`src/rtl/pole_fmult.sv`:
```
`default_nettype none
// ============================================================================
//  Module   : pole_fmult
//  Brief    : ADPCM two-tap pole predictor section. Shifts the SR delay line,
//             forms WA1/WA2 with one shared G.726 floating multiplier and sums
//             them into SEPI.
//  Revision : 1.0 - initial release
// ============================================================================
module pole_fmult (
  input  logic        clk,
  input  logic        reset,
  input  logic        scan_in0,
  input  logic        scan_in1,
  input  logic        scan_in2,
  input  logic        scan_in3,
  input  logic        scan_in4,
  input  logic        scan_enable,
  input  logic        test_mode,
  output logic        scan_out0,
  output logic        scan_out1,
  output logic        scan_out2,
  output logic        scan_out3,
  output logic        scan_out4,
  input  logic        start,
  input  logic [10:0] SR0,
  input  logic [15:0] A1,
  input  logic [15:0] A2,
  output logic        busy,
  output logic        done,
  output logic [10:0] SR1,
  output logic [10:0] SR2,
  output logic [15:0] WA1,
  output logic [15:0] WA2,
  output logic [15:0] SEPI
);

  localparam logic [10:0] c_float_zero = 11'h020;

  typedef enum logic [1:0] {
    S_IDLE = 2'd0,
    S_MUL1 = 2'd1,
    S_MUL2 = 2'd2,
    S_SUM  = 2'd3
  } state_t;

  state_t      r_state;
  state_t      w_state_next;
  logic [10:0] r_sr1, r_sr2;
  logic [15:0] r_a1q, r_a2q;
  logic [15:0] r_wa1, r_wa2, r_sepi;
  logic        r_done;

  // Scan chain is stitched at integration; the block itself only ties off.
  wire w_unused_scan = ^{scan_in0, scan_in1, scan_in2, scan_in3, scan_in4,
                         scan_enable, test_mode};

  assign scan_out0 = 1'b0;
  assign scan_out1 = 1'b0;
  assign scan_out2 = 1'b0;
  assign scan_out3 = 1'b0;
  assign scan_out4 = 1'b0;

  // Exponent of a 13-bit magnitude: position of the top set bit plus one.
  function automatic logic [3:0] f_exp13(input logic [12:0] m);
    logic [3:0] e;
    e = 4'd0;
    for (int i = 0; i < 13; i++) begin
      if (m[i]) e = 4'(i + 1);
    end
    return e;
  endfunction

  // ---------------------------------------------------------------- FMULT
  logic [15:0] w_an;
  logic [10:0] w_srn;
  logic        w_an_sign;
  logic [12:0] w_an_mag;
  logic [3:0]  w_an_exp;
  logic [18:0] w_an_norm;
  logic [5:0]  w_an_mant;
  logic        w_ws;
  logic [4:0]  w_wexp;
  logic [7:0]  w_wmant;
  logic [14:0] w_wm_base;
  logic [14:0] w_wmag;
  logic [15:0] w_fmult;

  assign w_an  = (r_state == S_MUL1) ? r_a1q : r_a2q;
  assign w_srn = (r_state == S_MUL1) ? r_sr1 : r_sr2;

  assign w_an_sign = w_an[15];
  // Only the low 13 bits of the negated coefficient survive the mask.
  assign w_an_mag  = w_an_sign ? (13'd0 - w_an[14:2]) : w_an[14:2];
  assign w_an_exp  = f_exp13(w_an_mag);
  assign w_an_norm = {w_an_mag, 6'b0} >> w_an_exp;
  assign w_an_mant = (w_an_mag == 13'd0) ? 6'd32 : w_an_norm[5:0];

  assign w_ws      = w_srn[10] ^ w_an_sign;
  assign w_wexp    = {1'b0, w_srn[9:6]} + {1'b0, w_an_exp};
  assign w_wmant   = 8'(({7'b0, w_srn[5:0]} * {7'b0, w_an_mant} + 13'd48) >> 4);
  assign w_wm_base = {w_wmant, 7'b0};
  // Exponents 27/28 shift left inside 15 bits, so the top bits fall off.
  assign w_wmag    = (w_wexp <= 5'd26) ? (w_wm_base >> (5'd26 - w_wexp))
                                       : (w_wm_base << (w_wexp - 5'd26));
  assign w_fmult   = w_ws ? (16'd0 - {1'b0, w_wmag}) : {1'b0, w_wmag};

  // ---------------------------------------------------------------- FSM
  always_ff @(posedge clk) begin
    if (reset) r_state <= S_IDLE;
    else       r_state <= w_state_next;
  end

  always_comb begin
    w_state_next = r_state;
    case (r_state)
      S_IDLE:  if (start) w_state_next = S_MUL1;
      S_MUL1:  w_state_next = S_MUL2;
      S_MUL2:  w_state_next = S_SUM;
      S_SUM:   w_state_next = S_IDLE;
      default: w_state_next = S_IDLE;
    endcase
  end

  // ---------------------------------------------------------------- datapath
  always_ff @(posedge clk) begin
    if (reset) begin
      r_sr1  <= c_float_zero;
      r_sr2  <= c_float_zero;
      r_a1q  <= 16'd0;
      r_a2q  <= 16'd0;
      r_wa1  <= 16'd0;
      r_wa2  <= 16'd0;
      r_sepi <= 16'd0;
      r_done <= 1'b0;
    end else begin
      r_done <= 1'b0;
      case (r_state)
        S_IDLE: begin
          if (start) begin
            r_sr2 <= r_sr1;
            r_sr1 <= SR0;
            r_a1q <= A1;
            r_a2q <= A2;
          end
        end
        S_MUL1: r_wa1 <= w_fmult;
        S_MUL2: r_wa2 <= w_fmult;
        S_SUM: begin
          r_sepi <= r_wa1 + r_wa2;
          r_done <= 1'b1;
        end
        default: ;
      endcase
    end
  end

  assign busy = (r_state != S_IDLE);
  assign done = r_done;
  assign SR1  = r_sr1;
  assign SR2  = r_sr2;
  assign WA1  = r_wa1;
  assign WA2  = r_wa2;
  assign SEPI = r_sepi;

endmodule
`default_nettype wire

```
`config.mk`:
```
export PLATFORM = sky130hd
export DESIGN_NAME = pole_fmult
export DESIGN_NICKNAME = d
export VERILOG_FILES = /design/src/rtl/pole_fmult.sv
export SDC_FILE = /design/constraint.sdc
export NUM_CORES = 1
export LEC_CHECK = 0
export ABC_AREA = 1
export CORE_AREA = 3 3 87 172
export DETAILED_ROUTE_END_ITERATION = 12
export DIE_AREA = 0 0 90 175
export GPL_ROUTABILITY_DRIVEN = 0
export GPL_TIMING_DRIVEN = 0
export PLACE_DENSITY_LB_ADDON = 0.05
export RECOVER_POWER = 50
export SLEW_MARGIN = 20
export SYNTH_ARGS = -nofsm -noshare
export SYNTH_HDL_FRONTEND = slang
export SYNTH_SLANG_ARGS = --single-unit
```
`constraint.sdc`:
```
create_clock -name clk -period 14.2 [get_ports clk]
set_clock_uncertainty 0.1 [all_clocks]
set_input_delay 4.26 -clock clk [delete_from_list [all_inputs] [get_ports clk]]
set_output_delay 4.26 -clock clk [all_outputs]
set_load 0.02 [all_outputs]
```
Word-level counts from Yosys, hierarchy flattened
Index checks and enable logic that the tools add are counted.
{ "classes": {"mux": 22, "reduce_logical": 4, "shift": 3, "bitwise": 1, "eq_ne": 4, "magnitude_cmp": 1, "mul": 1, "add_sub_neg": 7} }
{ "op_table": {"columns": ["cell", "n"], "rows": [
  ["4-bit 2-to-1 mux", 11],
  ["16-bit 2-to-1 mux", 2],
  ["19-bit by 4-bit >> shifter with 6-bit output", 1],
  ["16-bit adder", 1],
  ["1-bit by 15-bit subtractor with 16-bit output, first input constant", 1],
  ["15-bit 2-to-1 mux", 1],
  ["15-bit by 5-bit << shifter with 15-bit output", 1],
  ["15-bit by 5-bit >> shifter with 15-bit output", 1],
  ["13-bit logical NOT", 1],
  ["13-bit 2-to-1 mux", 1],
  ["1-bit by 13-bit subtractor with 13-bit output, first input constant", 1],
  ["12-bit by 6-bit adder with 12-bit output, second input constant", 1],
  ["6-bit by 6-bit multiplier with 12-bit output", 1],
  ["11-bit 2-to-1 mux", 1],
  ["2-bit case mux with 4 select lines", 1],
  ["6-bit 2-to-1 mux", 1],
  ["4-bit by 4-bit adder with 5-bit output", 1],
  ["5-bit less-or-equal comparator, second input constant", 1],
  ["5-bit subtractor, first input constant", 1],
  ["5-bit subtractor, second input constant", 1],
  ["2-bit == test, second input constant", 2],
  ["2-bit 2-to-1 mux", 2],
  ["2-bit by 1-bit == test with 1-bit output, second input constant", 1],
  ["2-bit logical NOT", 1],
  ["5 further kinds", 6]
]} }
{ "word_totals": {"out_inout_bits": 77, "ff_bits": 105, "inputBits": 53} }

Longest topological paths before layout
{ "depth": {"ltp_word": 25, "depth_mapped": 60, "mapped_depth_nobuf": 58} }

Worst setup path before layout
Ideal clock, no wire load.
{ "synth_timing": {"kind": "register -> register", "start": "register r_state[1]", "end": "register r_wa1[6], in the netlist WA1[6]", "path_slack_ps": 6807, "setup_time_ps": 115, "t_arrival_ps": 7177, "n_path_buf": 4, "period_less_slack_ps": 7393, "path_stages_with_launch": 55, "cell_sequence": "dfxtp_1 > inv_1 > ha_1 > buf_6 > buf_6 > buf_6 > nand2_1 > nand2_1 > ha_1 > inv_1 > nand3_1 > nand2_1 > nand2_1 > nand2_1 > nand3_1 > nand2_1 > nand2_1 > nand2_1 > (+19 left out) > fa_1 > inv_1 > nand2_1 > nand3b_1 > nand2_1 > o21ai_0 > nand2_1 > nand3_1 > nand3_1 > o21a_1 > ha_1 > nand3_1 > nor2_1 > nor2_1 > nor2_4 > xnor2_1 > o21ai_0 > inv_1"} }
{ "synth_via": {"elab_chain_len": 25} }
{ "synth_rtl": {"columns": ["item", "line", "rtl"], "rows": [
  ["start, declared", "46", "state_t r_state;"],
  ["start signal, assigned", "110", "else r_state <= w_state_next;"],
  ["2-bit by 1-bit == test with 1-bit output *", "88, 89, 137", null],
  ["16-bit 2-to-1 mux", "88", "assign w_an = (r_state == S_MUL1) ? r_a1q : r_a2q;"],
  ["1-bit by 13-bit subtractor with 13-bit output", "93", "assign w_an_mag = w_an_sign ? (13'd0 - w_an[14:2]) : w_an[14:2];"],
  ["13-bit 2-to-1 mux", "93", null],
  ["1-bit 2-to-1 mux", "68", "if (m[i]) e = 4'(i + 1);"],
  ["2-bit 2-to-1 mux", "68", null],
  ["4-bit 2-to-1 mux (11 in a row)", "68", null],
  ["19-bit by 4-bit >> shifter with 6-bit output", "95", "assign w_an_norm = {w_an_mag, 6'b0} >> w_an_exp;"],
  ["6-bit 2-to-1 mux", "96", "assign w_an_mant = (w_an_mag == 13'd0) ? 6'd32 : w_an_norm[5:0];"],
  ["6-bit by 6-bit multiplier with 12-bit output", "100", "assign w_wmant = 8'(({7'b0, w_srn[5:0]} * {7'b0, w_an_mant} + 13'd48) >> 4);"],
  ["12-bit by 6-bit adder with 12-bit output", "100", null],
  ["15-bit by 5-bit << shifter with 15-bit output / 15-bit by 5-bit >> shifter with 15-bit output (equally long branches)", "104, 103", null],
  ["15-bit 2-to-1 mux", "103", "assign w_wmag = (w_wexp <= 5'd26) ? (w_wm_base >> (5'd26 - w_wexp))"],
  ["1-bit by 15-bit subtractor with 16-bit output", "105", "assign w_fmult = w_ws ? (16'd0 - {1'b0, w_wmag}) : {1'b0, w_wmag};"],
  ["16-bit 2-to-1 mux", "105", null],
  ["end signal, assigned", "146", "S_MUL1: r_wa1 <= w_fmult;"],
  ["end, declared", "50", "logic [15:0] r_wa1, r_wa2, r_sepi;"]
]} }
Mark *: on every way between the ends. The rest lies on a longest branch, timed or not.
A chain may end at the register's enable or synchronous reset.

Worst setup path after layout
{ "layout_timing": {"start": "register r_state[1]", "end": "register r_wa2[6], in the netlist WA2[6]"} }
{ "layout_via": {"elab_chain_len": 25} }
{ "layout_rtl": {"columns": ["item", "line", "rtl"], "rows": [
  ["2-bit by 1-bit == test with 1-bit output", "88, 89", null],
  ["16-bit 2-to-1 mux", "88", null],
  ["1-bit by 13-bit subtractor with 13-bit output", "93", null],
  ["13-bit 2-to-1 mux", "93", null],
  ["1-bit 2-to-1 mux", "68", null],
  ["2-bit 2-to-1 mux", "68", null],
  ["4-bit 2-to-1 mux (11 in a row)", "68", null],
  ["19-bit by 4-bit >> shifter with 6-bit output", "95", null],
  ["6-bit 2-to-1 mux", "96", null],
  ["6-bit by 6-bit multiplier with 12-bit output", "100", null],
  ["12-bit by 6-bit adder with 12-bit output", "100", null],
  ["15-bit by 5-bit << shifter with 15-bit output / 15-bit by 5-bit >> shifter with 15-bit output (equally long branches)", "104, 103", null],
  ["15-bit 2-to-1 mux", "103", null],
  ["1-bit by 15-bit subtractor with 16-bit output", "105", null],
  ["16-bit 2-to-1 mux", "105", null],
  ["end signal, assigned", "147", "S_MUL2: r_wa2 <= w_fmult;"],
  ["end, declared", "50", null]
]} }
Several ways; a longest one is shown, not always the timed one.

==> flow_summary_export.csv <==
group,metric,value,unit
outcome,status,"complete, no violations",
logic_synthesis,synth_area_per_cell,6.42,µm²
clock_network,cts_made_buffers,9,
sta,rsz0062_at_grt,"false",
global_routing,grtUsageTotal,32.9,%
detailed_routing,post_drt_wl_per_cell,16.3,µm
logic_synthesis,synth.top_cell.area_share,24.7,%
critical_path,slowest_delay,0.56,ns
sta,min_period,8.79,ns
clock_network,clk_latency,0.36,ns
floorplan,die_area,15800,µm²
sta,hold_ws,0.357,ns
detailed_routing,vias_per_cell,5.52,
logic_synthesis,synthArstFlopShare,0,%
sta,slew_violations,0,
critical_path,r2r_cells,49,
sta,hold_viol,0,
critical_path,cpMostUsedCell,"nand2_1",
clock_network,cts_root_buffer,"clkbuf_16",
detailed_routing,drc_errors,0,
detailed_routing,drt_iter0_drc,475,
sta,fin_ws,5.41,ns
floorplan,die_h,175,µm
clock_network,htreeDepth,3,
detailed_routing,ant_nets,0,
critical_path,start_kind,"flip-flop",
min_path,min_path_cells,2,
sta,tightest_slew,0.819,ns
logic_synthesis,ys_ff_latch,101,
placement,dp_hpwl,20.9,mm
sta,setup_violations,0,
sta,fin_crit_sh,61.9,%
critical_path,crit_path_top_delay_cell,"fa_1",
clock_network,cts_resized,0,
global_routing,gr-total-overflow,0,
detailed_routing,wl,26.0,mm
job,max-cap-violations,0,
logic_synthesis,synth_area_leaders,"dfxtp_1 25%, nand2_1 13%, ha_1 8.1%",
final_layout,diodes,0,
placement,place_inst,1580,
clock_network,cts.sinks,101,
min_path,hold_class,"flip-flop to flip-flop",
global_routing,antenna_found_initial,0,
critical_path,end_kind,"flip-flop",
critical_path,critPathMaxFanout,10,
global_routing,grt_pass1_wl,41.5,mm
logic_synthesis,ys_seq_area_share,24.7,%
final_layout,drive_gt1_share,6.25,%
logic_synthesis,synth_largest_area_cell,"dfxtp_1",
final_layout,area_growth,20.6,%
sta,max_freq,114,MHz
global_routing,grt_max_degree,22,
logic_synthesis,syn_inst,1275,
critical_path,worstSetupPathType,"flip-flop to flip-flop",
critical_path,crit_buf_inv,11,
logic_synthesis,synth.yosys.warnings,0,
logic_synthesis,netlist_area,8180,µm²
sta,slew_headroom,44.8,%
critical_path,crit_arrival,8.93,ns
final_layout,stdcell_count,1596,
critical_path,worst-path-stages,49,
clock_network,hold_buffers,0,
final_layout,nets,1528,
floorplan,start_util,58.9,%
logic_synthesis,synth_ff_type,"dfxtp_1",
logic_synthesis,synth_edf_count,0,
clock_network,cts_tree,"done",
clock_network,post_cts_buffers,0,
logic_synthesis,yosysUniqueCellTypes,48,
placement,dp_slack,5.69,ns
clock_network,clkSlewWorstSetupHoldPaths,0.08,ns
detailed_routing,dr_total_vias,8808,
detailed_routing,firstDrtPassIters,8,
floorplan,die_w,90,µm
floorplan,rows,61,
global_routing,first_global_vias,8737,
critical_path,crit_family,"adder cells",
clock_network,cts_buffer_depth,2,
floorplan,ioPinCount,130,
critical_path,cp.required,14.35,ns
placement,io_buffer_count,112,
floorplan,core_area,13900,µm²
sta,tns,0,ns
==> placed cells by master (no fill, tap or decap), drive strengths merged, types with 6 or more instances in the layout <==
cell / netlist / routed
nand2: 305 / 305
nor2: 175 / 175
dfxtp: 101 / 101
inv: 163 / 166
xnor2: 7 / 7
clkdlybuf4s50: 0 / 70
nand4: 11 / 11
or2: 6 / 6
dlygate4sd3: 0 / 42
xor2: 14 / 14
clkinv: 2 / 6
ha: 53 / 53
o21ai: 131 / 131
o211ai: 9 / 9
fa: 20 / 20
buf: 21 / 20
a21oi: 70 / 70
clkbuf: 30 / 40
nand3b: 9 / 9
nand3: 128 / 128
==> state kept, by name, summed over array words and instances (netlist names), 2 cells and up <==
signal,cells
r_a2q,14
WA1,16
SEPI,16
SR1,11
SR2,11
r_a1q,14
r_state,2
WA2,16
==> synthesized netlist by cell type (2+ instances only) <==
cell,number
a21o_1,2
a21oi_1,70
and2_1,2
buf_1,6
buf_2,3
buf_4,5
buf_6,5
clkbuf_1,30
dfxtp_1,101
fa_1,20
ha_1,53
inv_1,157
inv_2,5
nand2_1,282
nand2_2,20
nand2_4,3
nand3_1,122
nand3_2,6
nand3b_1,9
nand4_1,11
nor2_1,168
nor2_2,4
nor2_4,3
nor3_1,4
o211ai_1,9
o21a_1,2
o21ai_0,115
o21ai_1,8
o21ai_2,7
o21bai_1,3
or2_1,2
or2_2,4
xnor2_1,7
xor2_1,13
==> final cells by class <==
cell class              count  area (µm²)
fillers                  1310        4030
inverters                 165         623
clock buffers               9         225
repair buffers            112        1120
flip-flops and latches    101        2020
well taps                 189         236
plain buffers              51         279
clock inverters             7        86.3
multi-input cells         962        5270
==> worst paths after layout <==
path | start | end | slack (ns)
max | r_state[1]$_SDFFE_PP0P_ | WA2[6]$_SDFFE_PP0P_ | 5.41
min | r_a1q[7]$_SDFFE_PP0P_ | r_a1q[7]$_SDFFE_PP0P_ | 0.36
max reg2reg | r_state[1]$_SDFFE_PP0P_ | WA2[6]$_SDFFE_PP0P_ | 5.41
min reg2reg | r_a1q[7]$_SDFFE_PP0P_ | r_a1q[7]$_SDFFE_PP0P_ | 0.36
==> tightest hold or removal path: cells and delay by family (launching register included) <==
family / cells / cell delay, ns
buf+inv: 1 / 0.06
flops: 1 / 0.31
compound gates: 1 / 0.05
==> cell families (layout without fill, tap and decap cells) <==
logic type / Yosys count / in the layout / synth area share (%)
AOI/OAI and AO/OA: 222 / 222 / 14.7
xor gates and xnor gates: 21 / 21 / 2.34
adders and majority gates: 73 / 73 / 13.0
buffers and inverters: 216 / 344 / 11.0
DFF: 101 / 101 / 24.7
muxes: 1 / 1 / 0.168
other: 1 / 5 / 0.0458
and+or+nand+nor: 640 / 640 / 34.0
==> metal layers <==
metal,routed length (µm),track usage [%],up-vias,share of wire [%]
met5,0,0,-,0
met4,1810,22.4,0,7.0
met3,1550,5.73,117,6.0
met2,14100,64.3,357,54
met1,8490,30.0,3979,33
li1,-,-,4355,-
==> stage by stage <==
stage               area [µm²]  utilization, %
finish                    9870            71.0
global route              9870            71.0
CTS                       9870            71.0
detailed placement        9550            68.8
global placement          9550            68.8
floorplan                 8200               -
Power is not shown: default switching activity piles up to over one toggle a cycle in this logic, so the estimate is an artifact.
